### config.mk
export PLATFORM = sky130hd
export DESIGN_NAME = regfile_wb_arbiter
export DESIGN_NICKNAME = d
export VERILOG_FILES = /design/src/rtl/regfile_wb_arbiter_pkg.sv /design/src/rtl/regfile_wb_arbiter_wb_out_stage.sv /design/src/rtl/regfile_wb_arbiter.sv
export SDC_FILE = /design/constraint.sdc
export NUM_CORES = 1
export LEC_CHECK = 0
export ABC_AREA = 1
export BUFFER_PORTS_ARGS = -buffer_cell sky130_fd_sc_hd__buf_2
export CORE_MARGIN = 2
export CORE_UTILIZATION = 25
export DETAILED_ROUTE_END_ITERATION = 10
export GPL_TIMING_DRIVEN = 0
export SYNTH_ARGS = -nofsm -noshare
export SYNTH_HDL_FRONTEND = slang
export SYNTH_SLANG_ARGS = --single-unit
### constraint.sdc
create_clock -name clk -period 3.05 [get_ports clk]
set_clock_uncertainty 0.05 [all_clocks]
set_input_delay 0.61 -clock clk [delete_from_list [all_inputs] [get_ports clk]]
set_output_delay 0.61 -clock clk [all_outputs]
set_load 0.01 [all_outputs]
### src/rtl/regfile_wb_arbiter_pkg.sv
// Shared constants and grant encoding for the register-file writeback arbiter.
// Optional round-robin policy is selected with the WB_ARB_RR_EN macro.
package regfile_wb_arbiter_pkg;

    localparam int DATA_W = 32;
    localparam int ADDR_W = 5;
    localparam logic [4:0] REG_ZERO = 5'd0;

    typedef enum logic {
        GNT_MEM = 1'b0,
        GNT_ALU = 1'b1
    } gnt_sel_e;

endpackage

### src/rtl/regfile_wb_arbiter_wb_out_stage.sv
// Registered register-file write port: captures the accepted transfer and
// drops writes to x0. Index and data hold their value when nothing is written.
module wb_out_stage
    import regfile_wb_arbiter_pkg::*;
#(
    parameter int DATA_W = regfile_wb_arbiter_pkg::DATA_W,
    parameter int ADDR_W = regfile_wb_arbiter_pkg::ADDR_W
) (
    input  logic              clk,
    input  logic              reset,
    input  logic              xfer_valid,
    input  logic [ADDR_W-1:0] xfer_rd,
    input  logic [DATA_W-1:0] xfer_data,
    output logic              rf_we,
    output logic [ADDR_W-1:0] rf_rw,
    output logic [DATA_W-1:0] rf_din
);

    logic              rf_we_q, rf_we_d;
    logic [ADDR_W-1:0] rf_rw_q, rf_rw_d;
    logic [DATA_W-1:0] rf_din_q, rf_din_d;
    logic              do_write;

    // A transfer to x0 is still accepted upstream but never reaches the file.
    assign do_write = xfer_valid && (xfer_rd != ADDR_W'(REG_ZERO));

    always_comb begin
        rf_we_d  = do_write;
        rf_rw_d  = rf_rw_q;
        rf_din_d = rf_din_q;
        if (do_write) begin
            rf_rw_d  = xfer_rd;
            rf_din_d = xfer_data;
        end
    end

    always_ff @(posedge clk) begin
        if (reset) begin
            rf_we_q  <= 1'b0;
            rf_rw_q  <= '0;
            rf_din_q <= '0;
        end else begin
            rf_we_q  <= rf_we_d;
            rf_rw_q  <= rf_rw_d;
            rf_din_q <= rf_din_d;
        end
    end

    assign rf_we  = rf_we_q;
    assign rf_rw  = rf_rw_q;
    assign rf_din = rf_din_q;

endmodule

### src/rtl/regfile_wb_arbiter.sv
// Arbitrates ALU and load writeback onto the single register-file write port.
// Default: memory priority with ALU starvation guard; WB_ARB_RR_EN selects round-robin.
module regfile_wb_arbiter
    import regfile_wb_arbiter_pkg::*;
#(
    parameter int DATA_W     = regfile_wb_arbiter_pkg::DATA_W,
    parameter int ADDR_W     = regfile_wb_arbiter_pkg::ADDR_W,
    parameter int STARVE_MAX = 4
) (
    input  logic              clk,
    input  logic              reset,
    input  logic              alu_valid,
    input  logic [ADDR_W-1:0] alu_rd,
    input  logic [DATA_W-1:0] alu_data,
    output logic              alu_ready,
    input  logic              mem_valid,
    input  logic [ADDR_W-1:0] mem_rd,
    input  logic [DATA_W-1:0] mem_data,
    output logic              mem_ready,
    output logic              rf_we,
    output logic [ADDR_W-1:0] rf_rw,
    output logic [DATA_W-1:0] rf_din,
    output logic              alu_starved
);

    // Handshake: a request transfers in the cycle where valid & ready are both
    // high; the requester holds valid/rd/data stable until then. Ready depends
    // combinationally on both valids and arbitration state, never on the reverse.

    gnt_sel_e          gnt_sel;
    logic              any_gnt;
    logic              force_alu;
    logic [ADDR_W-1:0] xfer_rd;
    logic [DATA_W-1:0] xfer_data;

`ifdef WB_ARB_RR_EN
    gnt_sel_e last_grant_q, last_grant_d;

    assign force_alu = 1'b0;

    always_comb begin
        last_grant_d = last_grant_q;
        if (any_gnt) begin
            last_grant_d = gnt_sel;
        end
    end

    always_ff @(posedge clk) begin
        if (reset) begin
            last_grant_q <= GNT_MEM;
        end else begin
            last_grant_q <= last_grant_d;
        end
    end
`else
    localparam int CNT_W = $clog2(STARVE_MAX + 1);

    logic [CNT_W-1:0] starve_cnt_q, starve_cnt_d;

    assign force_alu = (starve_cnt_q == CNT_W'(STARVE_MAX));

    // Counts consecutive cycles the ALU waited; any non-waiting cycle clears it.
    always_comb begin
        starve_cnt_d = '0;
        if (alu_valid && !alu_ready) begin
            starve_cnt_d = force_alu ? starve_cnt_q : starve_cnt_q + 1'b1;
        end
    end

    always_ff @(posedge clk) begin
        if (reset) begin
            starve_cnt_q <= '0;
        end else begin
            starve_cnt_q <= starve_cnt_d;
        end
    end
`endif

    always_comb begin
        gnt_sel     = GNT_MEM;
        any_gnt     = 1'b0;
        alu_starved = 1'b0;
        if (!reset) begin
            if (mem_valid && alu_valid) begin
                any_gnt = 1'b1;
`ifdef WB_ARB_RR_EN
                gnt_sel = (last_grant_q == GNT_MEM) ? GNT_ALU : GNT_MEM;
`else
                if (force_alu) begin
                    gnt_sel     = GNT_ALU;
                    alu_starved = 1'b1;
                end
`endif
            end else if (mem_valid) begin
                any_gnt = 1'b1;
                gnt_sel = GNT_MEM;
            end else if (alu_valid) begin
                any_gnt = 1'b1;
                gnt_sel = GNT_ALU;
            end
        end
    end

    assign alu_ready = any_gnt && (gnt_sel == GNT_ALU);
    assign mem_ready = any_gnt && (gnt_sel == GNT_MEM);
    assign xfer_rd   = (gnt_sel == GNT_ALU) ? alu_rd : mem_rd;
    assign xfer_data = (gnt_sel == GNT_ALU) ? alu_data : mem_data;

    wb_out_stage #(
        .DATA_W (DATA_W),
        .ADDR_W (ADDR_W)
    ) u_out (
        .clk        (clk),
        .reset      (reset),
        .xfer_valid (any_gnt),
        .xfer_rd    (xfer_rd),
        .xfer_data  (xfer_data),
        .rf_we      (rf_we),
        .rf_rw      (rf_rw),
        .rf_din     (rf_din)
    );

endmodule

# After elaboration in Yosys (flattened, before gate mapping)
# Cells that the tools add are included.
# op_classes
addsub,1
eq_ne,1
mux,12
n_bitwise,2
n_reduce_logical,8
# ops
op,n
two-way mux 32 bit,1
two-way mux 1 bit,10
logical AND 1 bit,5
two-way mux 5 bit,1
nonzero test 5 bit,1
adder 3 x 1 -> 3 bit (second input constant),1
equality test 3 bit (second input constant),1
inverter 1 bit,2
OR reduction 2 bit,1
zero test 1 bit,1
# totals
reg_bits,41
input_bits,78
output_inout_bits,41

# Depth between registers and ports, before layout
# logic_depth
depth_word,9
ltp_mapped,15

# Hierarchy
# A second synthesis with hierarchy kept.
# unflattened
hier_cells,355
area_unflattened_um2,2413.6
# by_module_without_submodules
mod,instances,cells_per_inst,area_per_inst_um2,seq_area_each_um2
wb_out_stage,1,205,1659.1,760.7
regfile_wb_arbiter,1,150,754.5,60.1

# Worst setup path after synthesis
# Ideal clock, no wire load.
# synth_path
path_type,in2out
from,input alu_valid
to,output mem_ready
arrival_time_ns,1.523
required_time_ns,2.390
slack_ns,0.867
path_stages,8
path_cell_list,nand2_1 -> inv_1 -> nand2_2 -> nand2_2 -> buf_6 -> clkinv_1 -> buf_2 -> nor2_1
# synth_between
elab_chain_cells,6
elab_cells_between_ends,10
# synth_rtl
element,line,text
"start, declared",regfile_wb_arbiter.sv:12,"input logic alu_valid,"
two-way mux 1 bit,regfile_wb_arbiter.sv:97,end else if (alu_valid) begin
two-way mux 1 bit,regfile_wb_arbiter.sv:94,end else if (mem_valid) begin
two-way mux 1 bit,regfile_wb_arbiter.sv:84,if (mem_valid && alu_valid) begin
two-way mux 1 bit,regfile_wb_arbiter.sv:83,if (!reset) begin
inverter 1 bit,regfile_wb_arbiter.sv:105,assign mem_ready = any_gnt && (gnt_sel == GNT_MEM);
logical AND 1 bit (*),regfile_wb_arbiter.sv:105,
"end, declared",regfile_wb_arbiter.sv:19,"output logic mem_ready,"
# Mark *: on every way between the ends. The rest lies on a longest branch, timed or not.

# Worst setup path in the final report
# layout_path
from,register starve_cnt_q[0]
to,output mem_ready
# layout_between
elab_chain_cells,6
# layout_rtl
element,line,text
"start, declared",regfile_wb_arbiter.sv:58,"logic [CNT_W-1:0] starve_cnt_q, starve_cnt_d;"
"start signal, assigned",regfile_wb_arbiter.sv:74,starve_cnt_q <= starve_cnt_d;
equality test 3 bit,regfile_wb_arbiter.sv:60,assign force_alu = (starve_cnt_q == CNT_W'(STARVE_MAX));
two-way mux 1 bit,regfile_wb_arbiter.sv:89,if (force_alu) begin
two-way mux 1 bit,regfile_wb_arbiter.sv:84,
two-way mux 1 bit,regfile_wb_arbiter.sv:83,
inverter 1 bit,regfile_wb_arbiter.sv:105,
logical AND 1 bit,regfile_wb_arbiter.sv:105,
# Every way passes these cells.

==> impl_results.md <==
- Peak supply drop: 156 uV
- Clock-pin slew on the worst setup and hold paths: 0.08 ns
- Drt first pass iters: 4
- Fillers: 1035
- Crit end category: output pin
- Clock tree buffer depth: 2
- Worst reg-to-reg path cell count: 14
- Pin count of the biggest net entering global routing: 12
- Row count: 35
- Detailed placement HPWL: 5190 um
- Setup Viol. Count Final: 0
- CP Launch Type: flip-flop
- Critical R2R Launch: starve_cnt_q[0]
- Combinational power share: 25.4%
- Worst skew pair latency: 0.29 ns
- DIE WIDTH: 101 um
- Port-buffer cells: 118
- Slowest CP cell: dfxtp_1
- Syn Std Cell Area: 2350 um2
- Slew Limit Fails: 0
- Count of different cell masters after synthesis: 22
- Synth warn: 0
- Diodes inserted: 0
- Ports: 119
- TNS Setup: 0 ns
- Crit path max fanout: 10
- WP data arrival: 2.16 ns
- WS Path Type: reg -> out
- Max H-tree Level: 2
- Final hold vios: 0
- Die ar.: 10200 um2
- Total Power: 1.30 mW
- Critical path's top delay family: buffers and inverters
- Part of the power in registers: 46.3%
- DR WL/cell: 11.1 um
- Worst rel slew slack: 58.0%
- Max-cap viol count: 0
- Setup bufs post-CTS: 0
- Status: complete, no violations
- Period Utilization, post-route: 92.3%
- CTS tree: yes
- Vias per cell: 4.20
- Register cell area after layout: 821 um2
- CP cell instances: inv_1, ha_1, nand2_1, nand2_2, nand2_2, buf_6, clkinv_1, buf_2, nor2_1, buf_2
- Inserted Clock Buffers: 5
- DR iter-0 viols: 56
- Mapped Nets: 460
- Root Buffer Master: clkbuf_8
- First-pass GRT wire length: 10900 um
- Syn avg cell area: 6.19 um2
- Minimum clock period: 2.82 ns
- Resized cells post-CTS: 0
- Critical path data required time: 2.39 ns
- GRT Util Overall: 13.6%
- Vias in the first global route: 2376
- Final wirelength: 6840 um
- Register bit total from synthesis: 41
- Reg-to-reg endpoint: u_out.rf_din[24]
- Layout Nets: 585
- Via count: 2588
- WP buf/inv: 5
- Sequential fraction of the synthesis area: 34.9%
- Hold Buf Count CTS: 0
- CTS sink cnt: 41
- Sw power: 0.401 mW
- Hold path endpoint: starve_cnt_q[0]
- Reg2Reg Setup Slack: 0.85 ns
- Levels on crit path: 10
- Leakage: 1.86 nW
- Clock network power share: 28.3%
- Initial antenna violation count: 0
- ANT nets after route: 0
- Min-Delay Path Class: reg -> reg
- Hold Path Depth: 1
- Cell-internal power: 0.904 mW
- Starting Density: 25.6%
- Sw frac: 30.7%
- RD Place Congestion: 0.797
- Layout area overhead: 34.7%
- Die Ht: 101 um
- Multi-input gate area: 1230 um2
- Layout cells sized above 1: 35.2%
- HP Start: starve_cnt_q[0]
- Floorplan core area: 9200 um2
- Remaining DRCs: 0
- Worst slew pin tran: 0.631 ns
- Mapped Cells: 380
- Unrepaired setup endpoints after global routing: no
- PD cells: 412 nW/um2
- GR Overflow Total: 0
- Max incr delay on CP: 0.37 ns
- Maximum clock frequency: 0.355 GHz
-- cell type report --
class,instances,share of cell area [%]
multi-input cells,270,38.7
flip-flops and latches,41,25.9
repair buffers,118,18.6
inverters,50,5.92
well taps,111,4.38
plain buffers,19,3.67
clock buffers,7,2.73
-- how the worst max path moves through the flow --
stage	to	from
2_1_floorplan	mem_ready	alu_valid
3_3_place_gp	mem_ready	alu_valid
3_5_place_dp	mem_ready	alu_valid
4_1_cts	mem_ready	starve_cnt_q[0]
5_1_grt	mem_ready	starve_cnt_q[0]
6_report	mem_ready	starve_cnt_q[0]
-- cells in the mapped netlist, drive strengths merged --
cell type / number / area [um2]
a21oi: 3 / 15.0
clkinv: 1 / 3.75
inv: 49 / 184
nand3b: 2 / 15.0
ha: 2 / 25.0
nand2: 145 / 569
buf: 10 / 82.6
nor2: 68 / 330
xnor2: 1 / 8.76
o21ai: 5 / 25.0
nand3: 42 / 215
o21bai: 1 / 18.8
dfxtp: 41 / 821
nor3: 1 / 5.00
clkbuf: 9 / 33.8
-- layer usage --
layer  track usage [%]  vias up  wire length, um
met5                 0        -                0
met4              4.26        0              126
li1                  -     1380                -
met3              2.84       11              433
met2              23.2       88             3060
met1              17.1     1109             3220
-- cells by family after synthesis --
logic type	count (synthesis)	share of synthesized area [%]
adders and majority gates	2	1.06
buffers and inverters	69	12.9
xor gates and xnor gates	1	0.372
and+or+nand+nor	258	48.2
AOI/OAI and AO/OA	9	2.50
DFF	41	34.9
-- metrics by stage --
step           utilization [%]  hold WS (ns)  worst slack, ns  cell area [um2]  cells
4_1_cts                   34.4         0.420            0.160             3170    616
5_1_grt                   34.4         0.443           0.0209             3170    616
3_3_place_gp              33.5         0.380            0.414             3080    609
3_5_place_dp              33.5         0.406            0.435             3080    609
6_report                  34.4         0.414            0.235             3170    616
2_1_floorplan                -         0.367            0.867             2350    380
-- placed cells by master, fill, tap and decap left out --
cell,count
buf_2,121
nand3_2,1
nand2_1,135
nor2_2,30
dfxtp_1,41
nand3b_1,2
nor3_1,1
nand3_1,41
clkinv_1,1
buf_4,3
xnor2_1,1
a21oi_1,3
nor2_1,38
inv_2,2
nand2_2,10
ha_1,2
clkbuf_1,10
clkbuf_8,6
buf_6,4
o21bai_4,1
o21ai_1,1
inv_1,47
o21ai_0,4
-- power groups by stage --
stage | registers [mW] | clock network [mW] | logic (mW)
detailed placement | 0.617 | 0 | 0.337
global route | 0.610 | 0.414 | 0.380
global placement | 0.616 | 0 | 0.332
floorplan | 0.636 | 0 | 0.181
finish | 0.605 | 0.369 | 0.331
CTS | 0.605 | 0.391 | 0.338
-- state kept, by name (all words and copies together), names as in the netlist --
register and count:
starve_cnt_q 3, u_out.rf_din 32, u_out.rf_we 1, u_out.rf_rw 5
Power figures use the tool's default switching activity.
